===== src/rtl/score_scan_if.sv =====
// Bundle between the game controller / display path and score_scan.
// The slave modport is the scoreboard side; the master modport is whoever drives points.
interface score_scan_if;
  logic       pointL;
  logic       pointR;
  logic       clr_score;
  logic [3:0] D;
  logic [3:0] an_n;
  logic       game_over;

  modport master (
    output pointL, pointR, clr_score,
    input  D, an_n, game_over
  );

  modport slave (
    input  pointL, pointR, clr_score,
    output D, an_n, game_over
  );
endinterface


===== src/rtl/score_scan.sv =====
// Two-player BCD scoreboard with win-by-two detection, scanning four digits onto one shared bus.
// Build option SCORE_BLANK_LEAD_ZERO_EN darkens any tens digit whose value is zero.
module score_scan #(
  parameter int REFRESH_DIV = 50000,
  parameter int WIN_SCORE   = 11
) (
  input logic         clk,
  input logic         rst,
  score_scan_if.slave bus
);

  localparam int               CNT_W    = $clog2(REFRESH_DIV);
  localparam logic [CNT_W-1:0] CNT_LAST = CNT_W'(REFRESH_DIV - 1);
  localparam logic [7:0]       WIN_BIN  = 8'(WIN_SCORE);

  typedef enum logic [1:0] {
    SLOT_R_ONES = 2'd0,
    SLOT_R_TENS = 2'd1,
    SLOT_L_ONES = 2'd2,
    SLOT_L_TENS = 2'd3
  } slot_e;

  logic [7:0]       scoreL_q, scoreL_d;
  logic [7:0]       scoreR_q, scoreR_d;
  logic             gameOver_q, gameOver_d;
  logic [CNT_W-1:0] cnt_q, cnt_d;
  slot_e            idx_q, idx_d;
  logic [3:0]       digit_q, digit_d;
  logic [3:0]       anode_q, anode_d;
  logic             pointOk;
  logic             winL, winR;

  // Scores are {tens, ones}; 99 is the ceiling and simply holds.
  function automatic logic [7:0] bcdInc(input logic [7:0] s);
    if (s == 8'h99) begin
      return s;
    end
    if (s[3:0] == 4'd9) begin
      return {s[7:4] + 4'd1, 4'd0};
    end
    return {s[7:4], s[3:0] + 4'd1};
  endfunction

  function automatic logic [7:0] bcdToBin(input logic [7:0] s);
    return ({4'd0, s[7:4]} * 8'd10) + {4'd0, s[3:0]};
  endfunction

  // Win is judged on the registered scores, so it lands one edge after the deciding point.
  always_comb begin
    winL = (bcdToBin(scoreL_q) >= WIN_BIN) &&
           (bcdToBin(scoreL_q) >= bcdToBin(scoreR_q) + 8'd2);
    winR = (bcdToBin(scoreR_q) >= WIN_BIN) &&
           (bcdToBin(scoreR_q) >= bcdToBin(scoreL_q) + 8'd2);
  end

  always_comb begin
    scoreL_d   = scoreL_q;
    scoreR_d   = scoreR_q;
    gameOver_d = gameOver_q | winL | winR;
    pointOk    = (bus.pointL ^ bus.pointR) && !gameOver_q;
    if (bus.clr_score) begin
      scoreL_d   = 8'h00;
      scoreR_d   = 8'h00;
      gameOver_d = 1'b0;
    end else if (pointOk) begin
      if (bus.pointL) begin
        scoreL_d = bcdInc(scoreL_q);
      end else begin
        scoreR_d = bcdInc(scoreR_q);
      end
    end
  end

  always_comb begin
    cnt_d = cnt_q + CNT_W'(1);
    idx_d = idx_q;
    if (cnt_q == CNT_LAST) begin
      cnt_d = '0;
      unique case (idx_q)
        SLOT_R_ONES: idx_d = SLOT_R_TENS;
        SLOT_R_TENS: idx_d = SLOT_L_ONES;
        SLOT_L_ONES: idx_d = SLOT_L_TENS;
        SLOT_L_TENS: idx_d = SLOT_R_ONES;
        default:     idx_d = SLOT_R_ONES;
      endcase
    end
  end

  // Digit and anode are produced from the same registered slot so they can never skew.
  always_comb begin
    digit_d = 4'd0;
    anode_d = 4'b1111;
    unique case (idx_q)
      SLOT_R_ONES: begin digit_d = scoreR_q[3:0]; anode_d = 4'b1110; end
      SLOT_R_TENS: begin digit_d = scoreR_q[7:4]; anode_d = 4'b1101; end
      SLOT_L_ONES: begin digit_d = scoreL_q[3:0]; anode_d = 4'b1011; end
      SLOT_L_TENS: begin digit_d = scoreL_q[7:4]; anode_d = 4'b0111; end
      default:     begin digit_d = 4'd0;          anode_d = 4'b1111; end
    endcase
`ifdef SCORE_BLANK_LEAD_ZERO_EN
    if (((idx_q == SLOT_R_TENS) || (idx_q == SLOT_L_TENS)) && (digit_d == 4'd0)) begin
      anode_d = 4'b1111;
    end
`endif
  end

  always_ff @(posedge clk) begin
    if (rst) begin
      scoreL_q   <= 8'h00;
      scoreR_q   <= 8'h00;
      gameOver_q <= 1'b0;
      cnt_q      <= '0;
      idx_q      <= SLOT_R_ONES;
      digit_q    <= 4'd0;
      anode_q    <= 4'b1110;
    end else begin
      scoreL_q   <= scoreL_d;
      scoreR_q   <= scoreR_d;
      gameOver_q <= gameOver_d;
      cnt_q      <= cnt_d;
      idx_q      <= idx_d;
      digit_q    <= digit_d;
      anode_q    <= anode_d;
    end
  end

  assign bus.D         = digit_q;
  assign bus.an_n      = anode_q;
  assign bus.game_over = gameOver_q;

endmodule


===== src/flat_wrapper.sv =====
// flat-port wrapper written by rule: the top's interface ports become plain ports
module score_scan_flat 
#(
  parameter int REFRESH_DIV = 50000,
  parameter int WIN_SCORE   = 11
)
  (clk, rst, bus_pointL, bus_pointR, bus_clr_score, bus_D, bus_an_n, bus_game_over);
  score_scan_if bus_i ();
  input logic clk;
  input logic rst;
  input wire logic [$bits(bus_i.pointL)-1:0] bus_pointL;
  input wire logic [$bits(bus_i.pointR)-1:0] bus_pointR;
  input wire logic [$bits(bus_i.clr_score)-1:0] bus_clr_score;
  output wire logic [$bits(bus_i.D)-1:0] bus_D;
  output wire logic [$bits(bus_i.an_n)-1:0] bus_an_n;
  output wire logic [$bits(bus_i.game_over)-1:0] bus_game_over;
  assign bus_i.pointL = bus_pointL;
  assign bus_i.pointR = bus_pointR;
  assign bus_i.clr_score = bus_clr_score;
  assign bus_D = bus_i.D;
  assign bus_an_n = bus_i.an_n;
  assign bus_game_over = bus_i.game_over;
  score_scan #(.REFRESH_DIV(REFRESH_DIV), .WIN_SCORE(WIN_SCORE)) u_core (.clk(clk), .rst(rst), .bus(bus_i));
endmodule

===== config.mk =====
export PLATFORM = sky130hd
export DESIGN_NAME = score_scan_flat
export DESIGN_NICKNAME = d
export VERILOG_FILES = /design/src/rtl/score_scan_if.sv /design/src/rtl/score_scan.sv /design/src/flat_wrapper.sv
export SDC_FILE = /design/constraint.sdc
export NUM_CORES = 1
export LEC_CHECK = 0
export CAP_MARGIN = 20
export CORE_MARGIN = 2
export CORE_UTILIZATION = 35
export CTS_BUF_LIST = sky130_fd_sc_hd__clkbuf_4 sky130_fd_sc_hd__clkbuf_8
export CTS_CLUSTER_DIAMETER = 120
export CTS_CLUSTER_SIZE = 12
export DETAILED_ROUTE_END_ITERATION = 12
export DONT_BUFFER_PORTS = 1
export SLEW_MARGIN = 15
export SYNTH_ARGS = -nofsm -noshare
export SYNTH_HDL_FRONTEND = slang
export SYNTH_SLANG_ARGS = --single-unit
export TNS_END_PERCENT = 20

===== constraint.sdc =====
create_clock -name clk -period 7.05 [get_ports clk]
set_input_delay 0.3525 -clock clk [delete_from_list [all_inputs] [get_ports clk]]
set_output_delay 0.3525 -clock clk [all_outputs]
set_load 0.005 [all_outputs]

Yosys cells after proc, flatten, opt, wreduce, memory -nomap -nowiden
Index checks and enable logic that the tools add are counted.

Latch bits: 0. Bits in writable memories: 0. Word-level logic and storage cells: 78. Register bits after elaboration: 43. Bits in read-only memories: 0. Memories kept: 0. Output and inout port bits: 9. Input bits: 5.

$add $sub $neg: 9. Reduce and logical (&&, ||, !) cells: 13. Shift-type cells: 0. $lt $le $gt $ge: 4. Multiplexer cells: 29. Divide/modulo/power cells: 0. $mul: 2. Eq/ne operators: 8. Bitwise logic cells: 4.

Operators by type and width (count): $mux 8 (8); $pmux 4 s4 (2); $mux 1 (18); $add 16x1->16 const B (1); $add 4x1->4 const B (4); $add 8x2->8 const B (2); $add 8x4->8 (2); $eq 16x16->1 const B (1); $eq 8x8->1 const B (2); $ge 8x4->1 const B (2); $ge 8x8->1 (2); $mul 4x3->7 const B (2); $eq 4x4->1 const B (2); $pmux 2 s4 (1); $reduce_and 3->1 (2); $eq 2x2->1 const B (2); $reduce_and 2->1 (2); $reduce_bool 2->1 (2); $reduce_or 2->1 (2); $logic_and 1x1->1 (3); $eq 2x1->1 const B (1); $logic_not 2->1 (1); $or 1x1->1 (2); $logic_not 1->1 (1); 2 further kinds (2).

Depth between registers and ports, before layout
Depth after elaboration: 11. Gate-level depth with buffers: 14.

Least setup slack after synthesis
Ideal clock, no wire load.

Path kind: register -> register. Start: reg u_core.scoreL_q[5]. End: reg u_core.gameOver_q, in the netlist u_core.bus.game_over. Arrival time: 3.140 ns. Cell stages (with the launch flop): 14. Path buffers: 0. Setup slack: 3.774 ns. Setup time: 0.136 ns. Data required time: 6.914 ns. Path through: dfxtp_1 -> ha_1 -> ha_1 -> fa_1 -> nand2_1 -> o21bai_1 -> or4b_1 -> nand3_1 -> xor2_1 -> ha_1 -> a2111oi_0 -> nand2_1 -> o21ai_0 -> o32ai_2.

Cells in the longest elaborated chain, start to end: 6.

RTL lines: start: declaration (RTL line score_scan.sv:23) `logic [7:0] scoreL_q, scoreL_d;`; start signal: assignment (RTL line score_scan.sv:117) `scoreL_q <= scoreL_d;`; $mul 4x3->7 (*) (RTL line score_scan.sv:45) `return ({4'd0, s[7:4]} * 8'd10) + {4'd0, s[3:0]};`; $add 8x4->8 (*) (RTL line score_scan.sv:45); $add 8x2->8, or another cell as far along (RTL line score_scan.sv:53) `(bcdToBin(scoreR_q) >= bcdToBin(scoreL_q) + 8'd2);`; $ge 8x8->1 or $logic_and 1x1->1 (tied branches) (RTL line score_scan.sv:53, score_scan.sv:50); $logic_and 1x1->1 or $or 1x1->1 (tied branches) (RTL line score_scan.sv:52, score_scan.sv:59); $or 1x1->1 (*) (RTL line score_scan.sv:59) `gameOver_d = gameOver_q | winL | winR;`; end signal: assignment (RTL line score_scan.sv:119) `gameOver_q <= gameOver_d;`; end: declaration (RTL line score_scan.sv:25) `logic gameOver_q, gameOver_d;`.

Mark *: on every way between the ends. The rest lies on a longest branch, timed or not. A chain may end at the register's enable or synchronous reset.

Worst setup path in the final report
Start: reg u_core.scoreR_q[5]. End: reg u_core.gameOver_q, in the netlist u_core.bus.game_over.

Cells in the longest elaborated chain, start to end: 7.

RTL lines: start: declaration (RTL line score_scan.sv:24) `logic [7:0] scoreR_q, scoreR_d;`; start signal: assignment (RTL line score_scan.sv:118) `scoreR_q <= scoreR_d;`; $mul 4x3->7 (*) (RTL line score_scan.sv:45); $add 8x4->8 (*) (RTL line score_scan.sv:45); $add 8x2->8 (RTL line score_scan.sv:51) `(bcdToBin(scoreL_q) >= bcdToBin(scoreR_q) + 8'd2);`; $ge 8x8->1 (RTL line score_scan.sv:51); $logic_and 1x1->1 (RTL line score_scan.sv:50) `winL = (bcdToBin(scoreL_q) >= WIN_BIN) &&`; $or 1x1->1 (RTL line score_scan.sv:59); $or 1x1->1 (*) (RTL line score_scan.sv:59).

Marked as above.

==> summary.md <==
| Metric | Value |
|---|---|
| Iteration-0 DRC Markers | `151` |
| Initial antenna violation count | `0` |
| Post-synth top cells | `nor2_1 (57), dfxtp_1 (43), ha_1 (41)` |
| Post_cts resized | `0` |
| Max stage delay on crit path | `roughly 0.65 ns` |
| Most numerous cell in the Yosys netlist | `nor2_1` |
| Max cap viols | `0` |
| Max-slew violation total from the final report | `0` |
| Num CTS Buffers | `5` |
| Vias in the first global route | `2222` |
| Initial Util | `0.364` |
| DRC errors left | `0` |
| Clock sinks | `43` |
| Post-synth EDFFs | `0` |
| Wirelength, routed | `about 5.7 mm` |
| Final period util | `0.523` |
| Slew margin rel. | `0.482` |
| Clk_lat worst skew | `roughly 0.30 ns` |
| Via Count | `approximately 2200` |
| Fin crit period | `3.69 ns` |
| Yosys cell types | `47` |
| Area delta synth->final | `6.87%` |
| CP dominant cell by count | `ha_1` |
| Worst Path Arrival | `3.86 ns` |
| Setup_tns | `0 ns` |
| Via density | `about 5` |
| Outcome | `complete, no violations` |
| CP Max Fanout | `8` |
| Switching Share | `0.215` |
| Met2 Use GR | `0.198` |
| Met3 usage | `0.0238` |
| Antenna Cells | `0` |
| Nets | `~390` |
| Yosys reg bits | `43` |
| CP max stage cell | `fa_1` |
| Reg clk slew, reported paths | `0.09 ns` |
| Clk pwr share | `0.428` |
| GP Congestion | `0.795` |
| Top cell family by delay on the critical path | `adder cells` |
| Power density cells | `approximately 140 mW/mm²` |
| Core area | `0.00830 mm²` |
| Layer carrying the most global-route usage | `met2` |
| Worst path bufs/invs | `0` |
| Die W | `97.0 µm` |
| Setup repair after global routing missed its margin | `false` |
| Grt met1 use | `0.179` |
| Maximum root-to-sink buffer count | `2` |
| CTS Hold Buffers Added | `0` |
| Critical path class | `reg2reg` |
| Die height | `~97 µm` |
| Setup bufs post-CTS | `0` |
| Main synth FF type | `dfxtp_1` |
| Final Hold Fails | `0` |
| Total power | `between 0.0004 and 0.0005 W` |
| Synth top area cells | `dfxtp_1 (28%), ha_1 (17%), nor2_1 (7.1%)` |
| Leak | `1.36 nW` |
| Int Pwr | `0.000354 W` |
| Drt pass-1 iters | `7` |
| Post-Syn Nets | `395` |
| Die area | `about 0.0094 mm²` |
| Routed Antenna Nets | `0` |
| Cell Area, Synth | `0.00302 mm²` |
| Fmax | `271 MHz` |
| Cell taking the most area after synthesis | `dfxtp_1` |
| Post-Syn Instances | `between 300 and 400` |
| FF-to-FF Start | `u_core.scoreR_q[5]` |
| CP Launch Type | `flip-flop` |
| Global-route wire length before repair | `10.1 mm` |
| Peak supply drop | `~130 µV` |
| Reg power frac | `0.548` |
| Yosys warns | `0` |
| Type of element capturing the critical path | `flip-flop` |
| Clock skew | `0.00929 ns` |
| Routed wire per std cell | `12.8 µm` |
| PortBufs | `0` |
| Combinational Power Share | `0.023` |
| GRT Util Overall | `0.129` |
| Hold Path Class | `in2reg` |
| CTS tree | `built` |
| Pin count of the biggest net entering global routing | `19` |
| Synth top area share | `0.285` |
| CP Cell Sequence | `ha_1, and2_2, fa_1, nand3_1, mux2i_1, o2bb2ai_2, xnor2_1, ha_1, nand2_1, a21oi_1, a2111oi_0, o32ai_2` |
| Least-Margin Pin Slew | `0.775 ns` |
| Top Ports | `14` |
| Rows | `33` |
| Root buffer cell | `clkbuf_8` |
| DPL Wire Length | `4.43 mm` |
| GRT Residual Overflow | `0` |
| Register area share after synthesis | `0.285` |
| Crit path from | `u_core.scoreR_q[5]` |
| Hold Crit Start | `rst` |
| Critical Path RT | `7.22 ns` |
| Synthesized area per cell | `8.77 µm²` |
| Switch Pwr | `just under 0.0001 W` |
| Ys async rst share | `0` |
| Setup-failing EPs final | `0` |
| Layout cell share with drive strength beyond 1 | `0.0669` |
| H-tree depth | `2` |
worst register-to-register path, stage by stage (launching register included):
cell	delay [ns]
dfxtp_1	0.53
ha_1	0.34
and2_2	0.22
fa_1	0.65
nand3_1	0.17
mux2i_1	0.16
o2bb2ai_2	0.27
xnor2_1	0.17
ha_1	0.27
nand2_1	0.08
a21oi_1	0.05
a2111oi_0	0.48
o32ai_2	0.16
placed cells by master (no fill, tap or decap), types with 5 or more instances in the layout:
master / instances
nand4_1: 8
nand3_1: 17
a21oi_1: 14
dfxtp_1: 43
xnor2_1: 21
xor2_1: 22
nand2_1: 20
ha_1: 41
nor2_1: 57
clkbuf_8: 5
inv_1: 18
nor3_1: 9
a21o_1: 5
path summary, 6_finish.rpt:
path                     endpoint  cells past startpoint  slack (ns)
min               u_core.idx_q[1]                      1        0.11
max reg2reg  u_core.bus.game_over                     12        3.36
min reg2reg       u_core.cnt_q[0]                      1        0.47
max          u_core.bus.game_over                     12        3.36
power groups by stage:
stage | clock network [W] | registers [W] | logic, W
after floorplan | 0 | 0.000252 | 0.0000100
after global placement | 0 | 0.000253 | 0.0000106
after detailed placement | 0 | 0.000253 | 0.0000107
after CTS | 0.000200 | 0.000247 | 0.0000108
after global routing | 0.000208 | 0.000248 | 0.0000129
final | 0.000193 | 0.000247 | 0.0000106
kinds of logic (layout without fill, tap and decap cells):
logic type | after synthesis | in the layout | share of synthesized area
compound gates | 40 | 40 | 0.101
mux | 3 | 3 | 0.0103
flops | 43 | 43 | 0.285
simple gates | 141 | 141 | 0.229
fa+ha+maj | 45 | 45 | 0.196
buf+inv | 27 | 26 | 0.0343
xor+xnor | 46 | 46 | 0.144
layout make-up:
class | count | area, µm²
well taps | 105 | 131
clock buffers | 5 | 68.8
clock inverters | 3 | 43.8
flip-flops and latches | 43 | 861
multi-input cells | 275 | 2060
fillers | 847 | 5070
inverters | 18 | 67.6
metrics by stage:
step           cell area (µm²)  std cells  hold WS (ns)  worst slack, ns   util
4_1_cts                   3230        449         0.102             3.34  0.389
5_1_grt                   3230        449         0.101             3.02  0.389
6_report                  3230        449         0.111             3.36  0.389
3_3_place_gp              3120        441         0.429             3.55  0.376
3_5_place_dp              3120        441         0.426             3.38  0.376
2_1_floorplan             3020        345         0.426             3.77      -
state kept, by name, indices dropped and copies added, names as in the netlist:
signal	count
u_core.bus.D	4
u_core.scoreR_q	8
u_core.scoreL_q	8
u_core.bus.an_n	4
u_core.cnt_q	16
u_core.idx_q	2
u_core.bus.game_over	1
metal layers:
| metal | routed length (µm) | vias to the layer above |
|---|---|---|
| li1 | - | 1183 |
| met1 | 2970 | 1019 |
| met2 | 2460 | 34 |
| met3 | 160 | 7 |
| met4 | 131 | 0 |
| met5 | 0 | - |
Note: power is estimated with default switching activity, not from simulation.
